--- config.mk ---
export PLATFORM = sky130hd
export DESIGN_NAME = relogio_ajuste_ctrl_flat
export DESIGN_NICKNAME = d
export VERILOG_FILES = /design/src/rtl/relogio_ajuste_ctrl_if.sv /design/src/rtl/relogio_ajuste_ctrl.sv /design/src/flat_wrapper.sv
export SDC_FILE = /design/constraint.sdc
export NUM_CORES = 1
export LEC_CHECK = 0
export CORE_ASPECT_RATIO = 2
export CORE_MARGIN = 2
export CORE_UTILIZATION = 53
export CTS_BUF_LIST = sky130_fd_sc_hd__clkbuf_2
export DETAILED_ROUTE_END_ITERATION = 7
export GPL_TIMING_DRIVEN = 0
export PLACE_DENSITY = 0.78
export SLEW_MARGIN = 20
export SYNTH_ARGS = -nofsm -noshare
export SYNTH_HDL_FRONTEND = slang
export SYNTH_SLANG_ARGS = --single-unit
--- constraint.sdc ---
create_clock -name main_clock -period 1.9 [get_ports main_clock]
set_clock_uncertainty 0.05 [all_clocks]
set_input_delay 0.38 -clock main_clock [delete_from_list [all_inputs] [get_ports main_clock]]
set_output_delay 0.38 -clock main_clock [all_outputs]
set_load 0.05 [all_outputs]
--- src/rtl/relogio_ajuste_ctrl_if.sv ---
`default_nettype none
// ============================================================================
// Module      : relogio_ajuste_ctrl_if
// Description : Signal bundle between the time-set controller and its
//               environment (buttons, 1 Hz tick, counter chain).
//               slave  = controller side, master = environment side.
// Revision    : 1.0  initial release
// ============================================================================
interface relogio_ajuste_ctrl_if;
  logic       tick_1hz;
  logic       btn_mode;
  logic       btn_inc;
  logic [3:0] cur_h_lsd;
  logic [2:0] cur_h_msd;
  logic [3:0] cur_m_lsd;
  logic [2:0] cur_m_msd;
  logic       run_en;
  logic       load;
  logic [3:0] ld_h_lsd;
  logic [2:0] ld_h_msd;
  logic [3:0] ld_m_lsd;
  logic [2:0] ld_m_msd;
  logic [1:0] blink_mask;
  logic [1:0] mode;

  modport master (
    output tick_1hz, btn_mode, btn_inc,
    output cur_h_lsd, cur_h_msd, cur_m_lsd, cur_m_msd,
    input  run_en, load, ld_h_lsd, ld_h_msd, ld_m_lsd, ld_m_msd,
    input  blink_mask, mode
  );

  modport slave (
    input  tick_1hz, btn_mode, btn_inc,
    input  cur_h_lsd, cur_h_msd, cur_m_lsd, cur_m_msd,
    output run_en, load, ld_h_lsd, ld_h_msd, ld_m_lsd, ld_m_msd,
    output blink_mask, mode
  );
endinterface
`default_nettype wire

--- src/rtl/relogio_ajuste_ctrl.sv ---
`default_nettype none
// ============================================================================
// Module      : relogio_ajuste_ctrl
// Description : Time-set controller for an HH:MM:SS clock. Two debounced
//               push-buttons (mode / inc) walk RUN -> SET_H -> SET_M ->
//               COMMIT. COMMIT issues a one-cycle parallel load of the
//               edited hours/minutes; the 1 Hz enable is gated while editing.
//               Idle edits abort back to RUN after TIMEOUT_S seconds.
// Options     : AUTO_REPEAT_EN - holding inc in an edit state auto-repeats
//               after REPEAT_DLY cycles, then every REPEAT_PER cycles.
// Revision    : 1.0  initial release
// ============================================================================
module relogio_ajuste_ctrl #(
  parameter int unsigned DEB_CYCLES = 500000,
  parameter int unsigned TIMEOUT_S  = 30,
  parameter int unsigned REPEAT_DLY = 25000000,
  parameter int unsigned REPEAT_PER = 10000000
) (
  input  wire logic              main_clock,
  input  wire logic              main_reset,
  relogio_ajuste_ctrl_if.slave   bus
);

  localparam logic [1:0] ST_RUN    = 2'b00;
  localparam logic [1:0] ST_SET_H  = 2'b01;
  localparam logic [1:0] ST_SET_M  = 2'b10;
  localparam logic [1:0] ST_COMMIT = 2'b11;

  localparam int unsigned DEB_W  = $clog2(DEB_CYCLES + 1);
  localparam int unsigned IDLE_W = $clog2(TIMEOUT_S + 1);

  // Zero-length timers would make the counters below meaningless.
  if (DEB_CYCLES < 1 || TIMEOUT_S < 1 || REPEAT_DLY < 1 || REPEAT_PER < 1) begin : g_bad_param
    $error("relogio_ajuste_ctrl: all timing parameters must be >= 1");
  end

  logic [1:0]        r_state;
  logic [3:0]        r_h_lsd;
  logic [2:0]        r_h_msd;
  logic [3:0]        r_m_lsd;
  logic [2:0]        r_m_msd;
  logic [3:0]        r_ld_h_lsd;
  logic [2:0]        r_ld_h_msd;
  logic [3:0]        r_ld_m_lsd;
  logic [2:0]        r_ld_m_msd;
  logic [IDLE_W-1:0] r_idle;
  logic              r_phase;

  logic [1:0] w_btn_raw;
  logic [1:0] w_press;
  logic       w_mode_ev;
  logic       w_inc_ev;
  logic       w_in_edit;
  logic       w_timeout;
  logic [3:0] w_h_lsd_nxt;
  logic [2:0] w_h_msd_nxt;
  logic [3:0] w_m_lsd_nxt;
  logic [2:0] w_m_msd_nxt;

  // Bit 0 = mode button, bit 1 = inc button.
  assign w_btn_raw = {bus.btn_inc, bus.btn_mode};

`ifdef AUTO_REPEAT_EN
  logic w_db_inc;
`endif

  // --------------------------------------------------------------------------
  // Button conditioning: synchronizer, debounce, rising-edge press pulse
  // --------------------------------------------------------------------------
  for (genvar gi = 0; gi < 2; gi++) begin : g_btn
    logic             r_s1;
    logic             r_s2;
    logic             r_db;
    logic             r_db_q;
    logic [DEB_W-1:0] r_cnt;

    // Two-flop synchronizer for the asynchronous raw button.
    always_ff @(posedge main_clock or negedge main_reset) begin
      if (!main_reset) begin
        r_s1 <= 1'b0;
        r_s2 <= 1'b0;
      end else begin
        r_s1 <= w_btn_raw[gi];
        r_s2 <= r_s1;
      end
    end

    // Debounced level follows the synchronized level only after it has
    // disagreed for DEB_CYCLES consecutive samples; any bounce restarts.
    always_ff @(posedge main_clock or negedge main_reset) begin
      if (!main_reset) begin
        r_cnt <= '0;
        r_db  <= 1'b0;
      end else if (r_s2 == r_db) begin
        r_cnt <= '0;
      end else if (r_cnt == DEB_W'(DEB_CYCLES - 1)) begin
        r_cnt <= '0;
        r_db  <= r_s2;
      end else begin
        r_cnt <= r_cnt + DEB_W'(1);
      end
    end

    // Delayed debounced level for rising-edge detection.
    always_ff @(posedge main_clock or negedge main_reset) begin
      if (!main_reset) begin
        r_db_q <= 1'b0;
      end else begin
        r_db_q <= r_db;
      end
    end

    assign w_press[gi] = r_db & ~r_db_q;

`ifdef AUTO_REPEAT_EN
    if (gi == 1) begin : g_inc_level
      assign w_db_inc = r_db;
    end
`endif
  end

  assign w_in_edit = (r_state == ST_SET_H) || (r_state == ST_SET_M);
  assign w_mode_ev = w_press[0];

`ifdef AUTO_REPEAT_EN
  // --------------------------------------------------------------------------
  // Auto-repeat: extra inc pulses while the debounced inc is held in edit
  // --------------------------------------------------------------------------
  localparam int unsigned REP_MAX = (REPEAT_DLY > REPEAT_PER) ? REPEAT_DLY : REPEAT_PER;
  localparam int unsigned REP_W   = $clog2(REP_MAX + 1);

  logic [REP_W-1:0] r_rep_cnt;
  logic             r_rep_armed;
  logic             r_rep_pulse;

  // First repeat after REPEAT_DLY held cycles, then every REPEAT_PER cycles.
  always_ff @(posedge main_clock or negedge main_reset) begin
    if (!main_reset) begin
      r_rep_cnt   <= '0;
      r_rep_armed <= 1'b0;
      r_rep_pulse <= 1'b0;
    end else begin
      r_rep_pulse <= 1'b0;
      if (w_db_inc && w_in_edit) begin
        if (!r_rep_armed) begin
          if (r_rep_cnt == REP_W'(REPEAT_DLY - 1)) begin
            r_rep_pulse <= 1'b1;
            r_rep_cnt   <= '0;
            r_rep_armed <= 1'b1;
          end else begin
            r_rep_cnt <= r_rep_cnt + REP_W'(1);
          end
        end else if (r_rep_cnt == REP_W'(REPEAT_PER - 1)) begin
          r_rep_pulse <= 1'b1;
          r_rep_cnt   <= '0;
        end else begin
          r_rep_cnt <= r_rep_cnt + REP_W'(1);
        end
      end else begin
        r_rep_cnt   <= '0;
        r_rep_armed <= 1'b0;
      end
    end
  end

  assign w_inc_ev = w_press[1] | r_rep_pulse;
`else
  assign w_inc_ev = w_press[1];
`endif

  // --------------------------------------------------------------------------
  // BCD successors of the edit registers; illegal codes wrap to 00
  // --------------------------------------------------------------------------
  // Hours: x9 -> (x+1)0, 23 (or anything out of range) -> 00.
  always_comb begin
    w_h_msd_nxt = r_h_msd;
    w_h_lsd_nxt = r_h_lsd + 4'd1;
    if (r_h_msd > 3'd2 || r_h_lsd > 4'd9 || (r_h_msd == 3'd2 && r_h_lsd >= 4'd3)) begin
      w_h_msd_nxt = 3'd0;
      w_h_lsd_nxt = 4'd0;
    end else if (r_h_lsd == 4'd9) begin
      w_h_msd_nxt = r_h_msd + 3'd1;
      w_h_lsd_nxt = 4'd0;
    end
  end

  // Minutes: x9 -> (x+1)0, 59 (or anything out of range) -> 00, no carry.
  always_comb begin
    w_m_msd_nxt = r_m_msd;
    w_m_lsd_nxt = r_m_lsd + 4'd1;
    if (r_m_msd > 3'd5 || r_m_lsd > 4'd9 || (r_m_msd == 3'd5 && r_m_lsd == 4'd9)) begin
      w_m_msd_nxt = 3'd0;
      w_m_lsd_nxt = 4'd0;
    end else if (r_m_lsd == 4'd9) begin
      w_m_msd_nxt = r_m_msd + 3'd1;
      w_m_lsd_nxt = 4'd0;
    end
  end

  // Abort fires on the tick that completes TIMEOUT_S idle seconds; a press
  // in the same cycle counts as activity and wins.
  assign w_timeout = w_in_edit && bus.tick_1hz && !w_mode_ev && !w_inc_ev &&
                     (r_idle == IDLE_W'(TIMEOUT_S - 1));

  // --------------------------------------------------------------------------
  // Main FSM with edit and load registers
  // --------------------------------------------------------------------------
  // Mode press always takes priority over a same-cycle inc press.
  always_ff @(posedge main_clock or negedge main_reset) begin
    if (!main_reset) begin
      r_state    <= ST_RUN;
      r_h_lsd    <= 4'd0;
      r_h_msd    <= 3'd0;
      r_m_lsd    <= 4'd0;
      r_m_msd    <= 3'd0;
      r_ld_h_lsd <= 4'd0;
      r_ld_h_msd <= 3'd0;
      r_ld_m_lsd <= 4'd0;
      r_ld_m_msd <= 3'd0;
    end else begin
      case (r_state)
        ST_RUN: begin
          if (w_mode_ev) begin
            r_h_lsd <= bus.cur_h_lsd;
            r_h_msd <= bus.cur_h_msd;
            r_m_lsd <= bus.cur_m_lsd;
            r_m_msd <= bus.cur_m_msd;
            r_state <= ST_SET_H;
          end
        end
        ST_SET_H: begin
          if (w_mode_ev) begin
            r_state <= ST_SET_M;
          end else if (w_timeout) begin
            r_state <= ST_RUN;
          end else if (w_inc_ev) begin
            r_h_lsd <= w_h_lsd_nxt;
            r_h_msd <= w_h_msd_nxt;
          end
        end
        ST_SET_M: begin
          if (w_mode_ev) begin
            r_ld_h_lsd <= r_h_lsd;
            r_ld_h_msd <= r_h_msd;
            r_ld_m_lsd <= r_m_lsd;
            r_ld_m_msd <= r_m_msd;
            r_state    <= ST_COMMIT;
          end else if (w_timeout) begin
            r_state <= ST_RUN;
          end else if (w_inc_ev) begin
            r_m_lsd <= w_m_lsd_nxt;
            r_m_msd <= w_m_msd_nxt;
          end
        end
        default: begin
          r_state <= ST_RUN;
        end
      endcase
    end
  end

  // Idle-second counter: runs on ticks in edit, cleared by any activity.
  always_ff @(posedge main_clock or negedge main_reset) begin
    if (!main_reset) begin
      r_idle <= '0;
    end else if (!w_in_edit || w_mode_ev || w_inc_ev || w_timeout) begin
      r_idle <= '0;
    end else if (bus.tick_1hz) begin
      r_idle <= r_idle + IDLE_W'(1);
    end
  end

  // Blink phase: toggles each second in edit, restarts at 0 on state entry.
  always_ff @(posedge main_clock or negedge main_reset) begin
    if (!main_reset) begin
      r_phase <= 1'b0;
    end else if (!w_in_edit || w_mode_ev) begin
      r_phase <= 1'b0;
    end else if (bus.tick_1hz) begin
      r_phase <= ~r_phase;
    end
  end

  assign bus.mode       = r_state;
  assign bus.run_en     = (r_state == ST_RUN);
  assign bus.load       = (r_state == ST_COMMIT);
  assign bus.ld_h_lsd   = r_ld_h_lsd;
  assign bus.ld_h_msd   = r_ld_h_msd;
  assign bus.ld_m_lsd   = r_ld_m_lsd;
  assign bus.ld_m_msd   = r_ld_m_msd;
  assign bus.blink_mask = {r_phase & (r_state == ST_SET_H),
                           r_phase & (r_state == ST_SET_M)};

endmodule
`default_nettype wire

--- src/flat_wrapper.sv ---
// flat-port wrapper written by rule: the top's interface ports become plain ports
module relogio_ajuste_ctrl_flat 
#(
  parameter int unsigned DEB_CYCLES = 500000,
  parameter int unsigned TIMEOUT_S  = 30,
  parameter int unsigned REPEAT_DLY = 25000000,
  parameter int unsigned REPEAT_PER = 10000000
)
  (main_clock, main_reset, bus_tick_1hz, bus_btn_mode, bus_btn_inc, bus_cur_h_lsd, bus_cur_h_msd, bus_cur_m_lsd, bus_cur_m_msd, bus_run_en, bus_load, bus_ld_h_lsd, bus_ld_h_msd, bus_ld_m_lsd, bus_ld_m_msd, bus_blink_mask, bus_mode);
  relogio_ajuste_ctrl_if bus_i ();
  input  wire logic main_clock;
  input  wire logic main_reset;
  input wire logic [$bits(bus_i.tick_1hz)-1:0] bus_tick_1hz;
  input wire logic [$bits(bus_i.btn_mode)-1:0] bus_btn_mode;
  input wire logic [$bits(bus_i.btn_inc)-1:0] bus_btn_inc;
  input wire logic [$bits(bus_i.cur_h_lsd)-1:0] bus_cur_h_lsd;
  input wire logic [$bits(bus_i.cur_h_msd)-1:0] bus_cur_h_msd;
  input wire logic [$bits(bus_i.cur_m_lsd)-1:0] bus_cur_m_lsd;
  input wire logic [$bits(bus_i.cur_m_msd)-1:0] bus_cur_m_msd;
  output wire logic [$bits(bus_i.run_en)-1:0] bus_run_en;
  output wire logic [$bits(bus_i.load)-1:0] bus_load;
  output wire logic [$bits(bus_i.ld_h_lsd)-1:0] bus_ld_h_lsd;
  output wire logic [$bits(bus_i.ld_h_msd)-1:0] bus_ld_h_msd;
  output wire logic [$bits(bus_i.ld_m_lsd)-1:0] bus_ld_m_lsd;
  output wire logic [$bits(bus_i.ld_m_msd)-1:0] bus_ld_m_msd;
  output wire logic [$bits(bus_i.blink_mask)-1:0] bus_blink_mask;
  output wire logic [$bits(bus_i.mode)-1:0] bus_mode;
  assign bus_i.tick_1hz = bus_tick_1hz;
  assign bus_i.btn_mode = bus_btn_mode;
  assign bus_i.btn_inc = bus_btn_inc;
  assign bus_i.cur_h_lsd = bus_cur_h_lsd;
  assign bus_i.cur_h_msd = bus_cur_h_msd;
  assign bus_i.cur_m_lsd = bus_cur_m_lsd;
  assign bus_i.cur_m_msd = bus_cur_m_msd;
  assign bus_run_en = bus_i.run_en;
  assign bus_load = bus_i.load;
  assign bus_ld_h_lsd = bus_i.ld_h_lsd;
  assign bus_ld_h_msd = bus_i.ld_h_msd;
  assign bus_ld_m_lsd = bus_i.ld_m_lsd;
  assign bus_ld_m_msd = bus_i.ld_m_msd;
  assign bus_blink_mask = bus_i.blink_mask;
  assign bus_mode = bus_i.mode;
  relogio_ajuste_ctrl #(.DEB_CYCLES(DEB_CYCLES), .TIMEOUT_S(TIMEOUT_S), .REPEAT_DLY(REPEAT_DLY), .REPEAT_PER(REPEAT_PER)) u_core (.main_clock(main_clock), .main_reset(main_reset), .bus(bus_i));
endmodule
==> results.json <==
{
  "register_area_um2": 2060,
  "mappedNetlistArea_um2": 4050,
  "violated_checks": "negative setup slack",
  "synthSimpleGateAreaFrac": 0.196,
  "cts.sinks": 82,
  "final-hold-violation-count": 0,
  "floorplan.die.width_um": 65.8,
  "final.fill_count": 574,
  "cts_buffer_depth": 2,
  "result_of_the_run": "complete, but fails checks",
  "maximum_number_of_pins_on_one_net_before_global_route_repair": 49,
  "yosysWarningCount": 0,
  "first_global_vias": 2935,
  "critical_path.startpoint_type": "flop",
  "crit_fanout": 5,
  "route.detailed.vias_per_inst": 5.49,
  "antenna_found_initial": 0,
  "synth_nets": 431,
  "final_clock_period_utilization_by_the_worst_path": 1.09,
  "synth.area.top_cells": "dfrtp_1 (51%), xor2_1 (6.1%), nor2_1 (5.4%)",
  "number_of_vias_after_detailed_routing": 3151,
  "wp_data_arrival_ns": 1.64,
  "routed_wirelength_um": 8420,
  "finalWorstSetupSlack_ns": -0.171,
  "port_buffers": 37,
  "cellLeakagePower_nw": 2.25,
  "clk_root_buf": "clkbuf_2",
  "busiest_layer": "met2",
  "cts_tree": "yes",
  "complex_gate_fraction_of_the_synthesized_area": 0.0939,
  "floorplan.core_area_um2": 7490,
  "async_reset_ff_frac": 1.00,
  "num_rows": 45,
  "cts_inserted_buffers": 9,
  "syn-instance-count": 400,
  "syn_avg_cell_area_um2": 10.1,
  "ir_drop_v": 0.000473,
  "fin_nets": 506,
  "ios": 39,
  "critical_path_required_ns": 1.47,
  "cellInternalPower_w": 0.00203,
  "worst_skew_pair_latency_ns": 0.54,
  "clk_pin_slew_worst_paths_ns": 0.19,
  "drv_cap": 0,
  "synth_enable_flop_cells": 0,
  "combinational_family_with_the_most_area_after_synthesis": "simple AND/OR/NAND/NOR gates",
  "met1_global_route_usage": 0.268,
  "initialDrtViolationCount": 209,
  "fin_total_pwr_w": 0.00269,
  "synth-adder-area-share": 0.0371,
  "timing.fmax_ghz": 0.483,
  "timing.final.crit_period_ns": 2.07,
  "post_synth_mux_area_share": 0.0442,
  "layout.cells.non_filler": 574,
  "post_route_cells_drive_above_1_share": 0.281,
  "switching_power_w": 0.000665,
  "post-route-drc-count": 0,
  "multi_input_area_um2": 2130,
  "clock_share_of_power": 0.278,
  "timing.setup.critical_path_class": "flop to output port",
  "transition_time_at_the_pin_with_the_least_slew_margin_ns": 0.525,
  "grt_pass1_wl_um": 13400,
  "detailedRoute.firstPassIterationCount": 6,
  "grt_util_met2": 0.329,
  "seqPwrFrac": 0.658,
  "insertedDiodeCount": 0,
  "final-setup-viol-count": 12,
  "grtUsageTotal": 0.207,
  "synth.yosys.seq_area_share": 0.506,
  "synth_largest_type_area_fraction": 0.506,
  "post_detailed_route_wirelength_per_cell_um": 14.7,
  "dieArea_um2": 8400,
  "initial_utilization": 0.541,
  "synth_largest_area_cell": "dfrtp_1",
  "yosys-top-cells-count": "dfrtp_1 (82), nor2_1 (58), nand2_1 (34)",
  "routabilityCongestion": 0.907,
  "slew_headroom": 0.647,
  "post_synth_xor_xnor_area": 0.0908,
  "min-delay-path-class": "input pin to flop",
  "cts_htree_levels": 3,
  "slew_viol_final": 0,
  "critical_path.endpoint_type": "output port",
  "chipHeight_um": 128,
  "netlist-cell-type-count": 52,
  "post-synth-top-count-cell": "dfrtp_1",
  "dp_cells": 532,
  "gr-total-overflow": 0,
  "setup_repair_after_global_routing_missed_its_margin": "true",
  "fin_setup_tns_ns": -0.857,
  "use_met3": 0.0414,
  "dp.final_hpwl_um": 5330,
  "power.combinational.fraction": 0.064,
  "route.antenna.remaining_nets": 0,
  "postSynthRegisterBits": 82,
  "netSwitchingFraction": 0.247,
  "flow.area_growth_from_synthesis_pct": 26.7,
  "powerDensity_nw_per_um2": 525,
  "ys.flop_type": "dfrtp_1"
}
-- routing by layer --
metal,vias up,part of all wire
li1,1542,-
met1,1517,0.43
met2,75,0.50
met3,17,0.041
met4,0,0.025
met5,-,0
-- worst max-delay path, cell delays in order (launching register included) --
cell and delay, ns:
dfrtp_2 0.51, inv_4 0.10, ha_4 0.15, buf_8 0.09, and2_4 0.13, buf_8 0.14
-- cells in the final DEF, fill, tap and decap left out, types with 12 or more instances in the layout --
| master | count |
|---|---|
| buf_4 | 28 |
| clkbuf_2 | 26 |
| clkdlybuf4s50_1 | 16 |
| dfrtp_1 | 77 |
| inv_1 | 12 |
| mux2_2 | 12 |
| nand2_1 | 33 |
| nand3_1 | 20 |
| nor2_1 | 43 |
| o21ai_0 | 14 |
| xnor2_1 | 14 |
| xor2_1 | 28 |
-- what timing repair did --
| item | 4_1_cts | 5_1_grt |
|---|---|---|
| resized for setup | 73 | 67 |
| buffers inserted | 7 | 21 |
| pin swaps | 3 | 18 |
| endpoints found under the setup margin | 46 | 53 |
| gates cloned | 0 | 1 |
| hold buffers | 1 | 0 |
| hold endpoints to repair | 34 | 0 |
-- flip-flops by register name (all words and copies together) (netlist names), 4 cells and up --
name                 count
u_core.r_h_lsd           4
u_core.g_btn.r_cnt      38
u_core.r_m_lsd           4
u_core.bus.ld_h_lsd      4
u_core.bus.ld_m_lsd      4
u_core.r_idle            5
-- kinds of logic after synthesis --
group	after synthesis
XOR/XNOR	42
flip-flops	82
AO/OA/AOI/OAI	57
multiplexers	16
adder cells (fa/ha/maj)	12
buffers and inverters	26
AND/OR/NAND/NOR	165
-- power by group through the flow --
stage / Clock (W) / Sequential [W] / Combinational, W
2_1_floorplan: 0 / 0.00180 / 0.0000543
3_3_place_gp: 0 / 0.00180 / 0.000134
3_5_place_dp: 0 / 0.00180 / 0.000142
4_1_cts: 0.000768 / 0.00177 / 0.000151
5_1_grt: 0.000846 / 0.00178 / 0.000194
6_report: 0.000748 / 0.00177 / 0.000173
-- worst paths after layout --
kind,start,to,slack [ns],depth (start not counted)
max,u_core.bus.mode[0],bus_blink_mask[0],-0.17,5
min,bus_tick_1hz,u_core.r_idle[1],0.18,3
max reg2reg,u_core.bus.mode[0],u_core.r_h_msd[1],-0.07,8
min reg2reg,u_core.g_btn[0].r_s1,u_core.g_btn[0].r_s2,0.32,0
max in group asynchronous,main_reset,u_core.bus.mode[0],0.94,3
min in group asynchronous,main_reset,u_core.g_btn[0].r_cnt[3],0.26,2
-- area by class of cell --
cell class                 instances  share of cell area
buffer                             8              0.0156
clock buffer                      12              0.0117
clock inverter                     4             0.00366
inverter                          14              0.0112
multi-input combinational        292               0.416
sequential                        82               0.401
tap                               94              0.0229
timing repair buffer              68               0.118
-- through the flow --
step | setup slack (ns) | utilization | cell area [µm²] | hold WS [ns]
after floorplan | -0.0568 | - | 4110 | 0.0344
final | -0.171 | 0.686 | 5130 | 0.180
after detailed placement | -0.437 | 0.617 | 4620 | 0.286
after CTS | -0.215 | 0.645 | 4830 | 0.140
after global routing | -0.242 | 0.686 | 5130 | 0.183
after global placement | -2.73 | 0.614 | 4600 | 0.283
No activity file was read; power rests on OpenSTA's default activity.
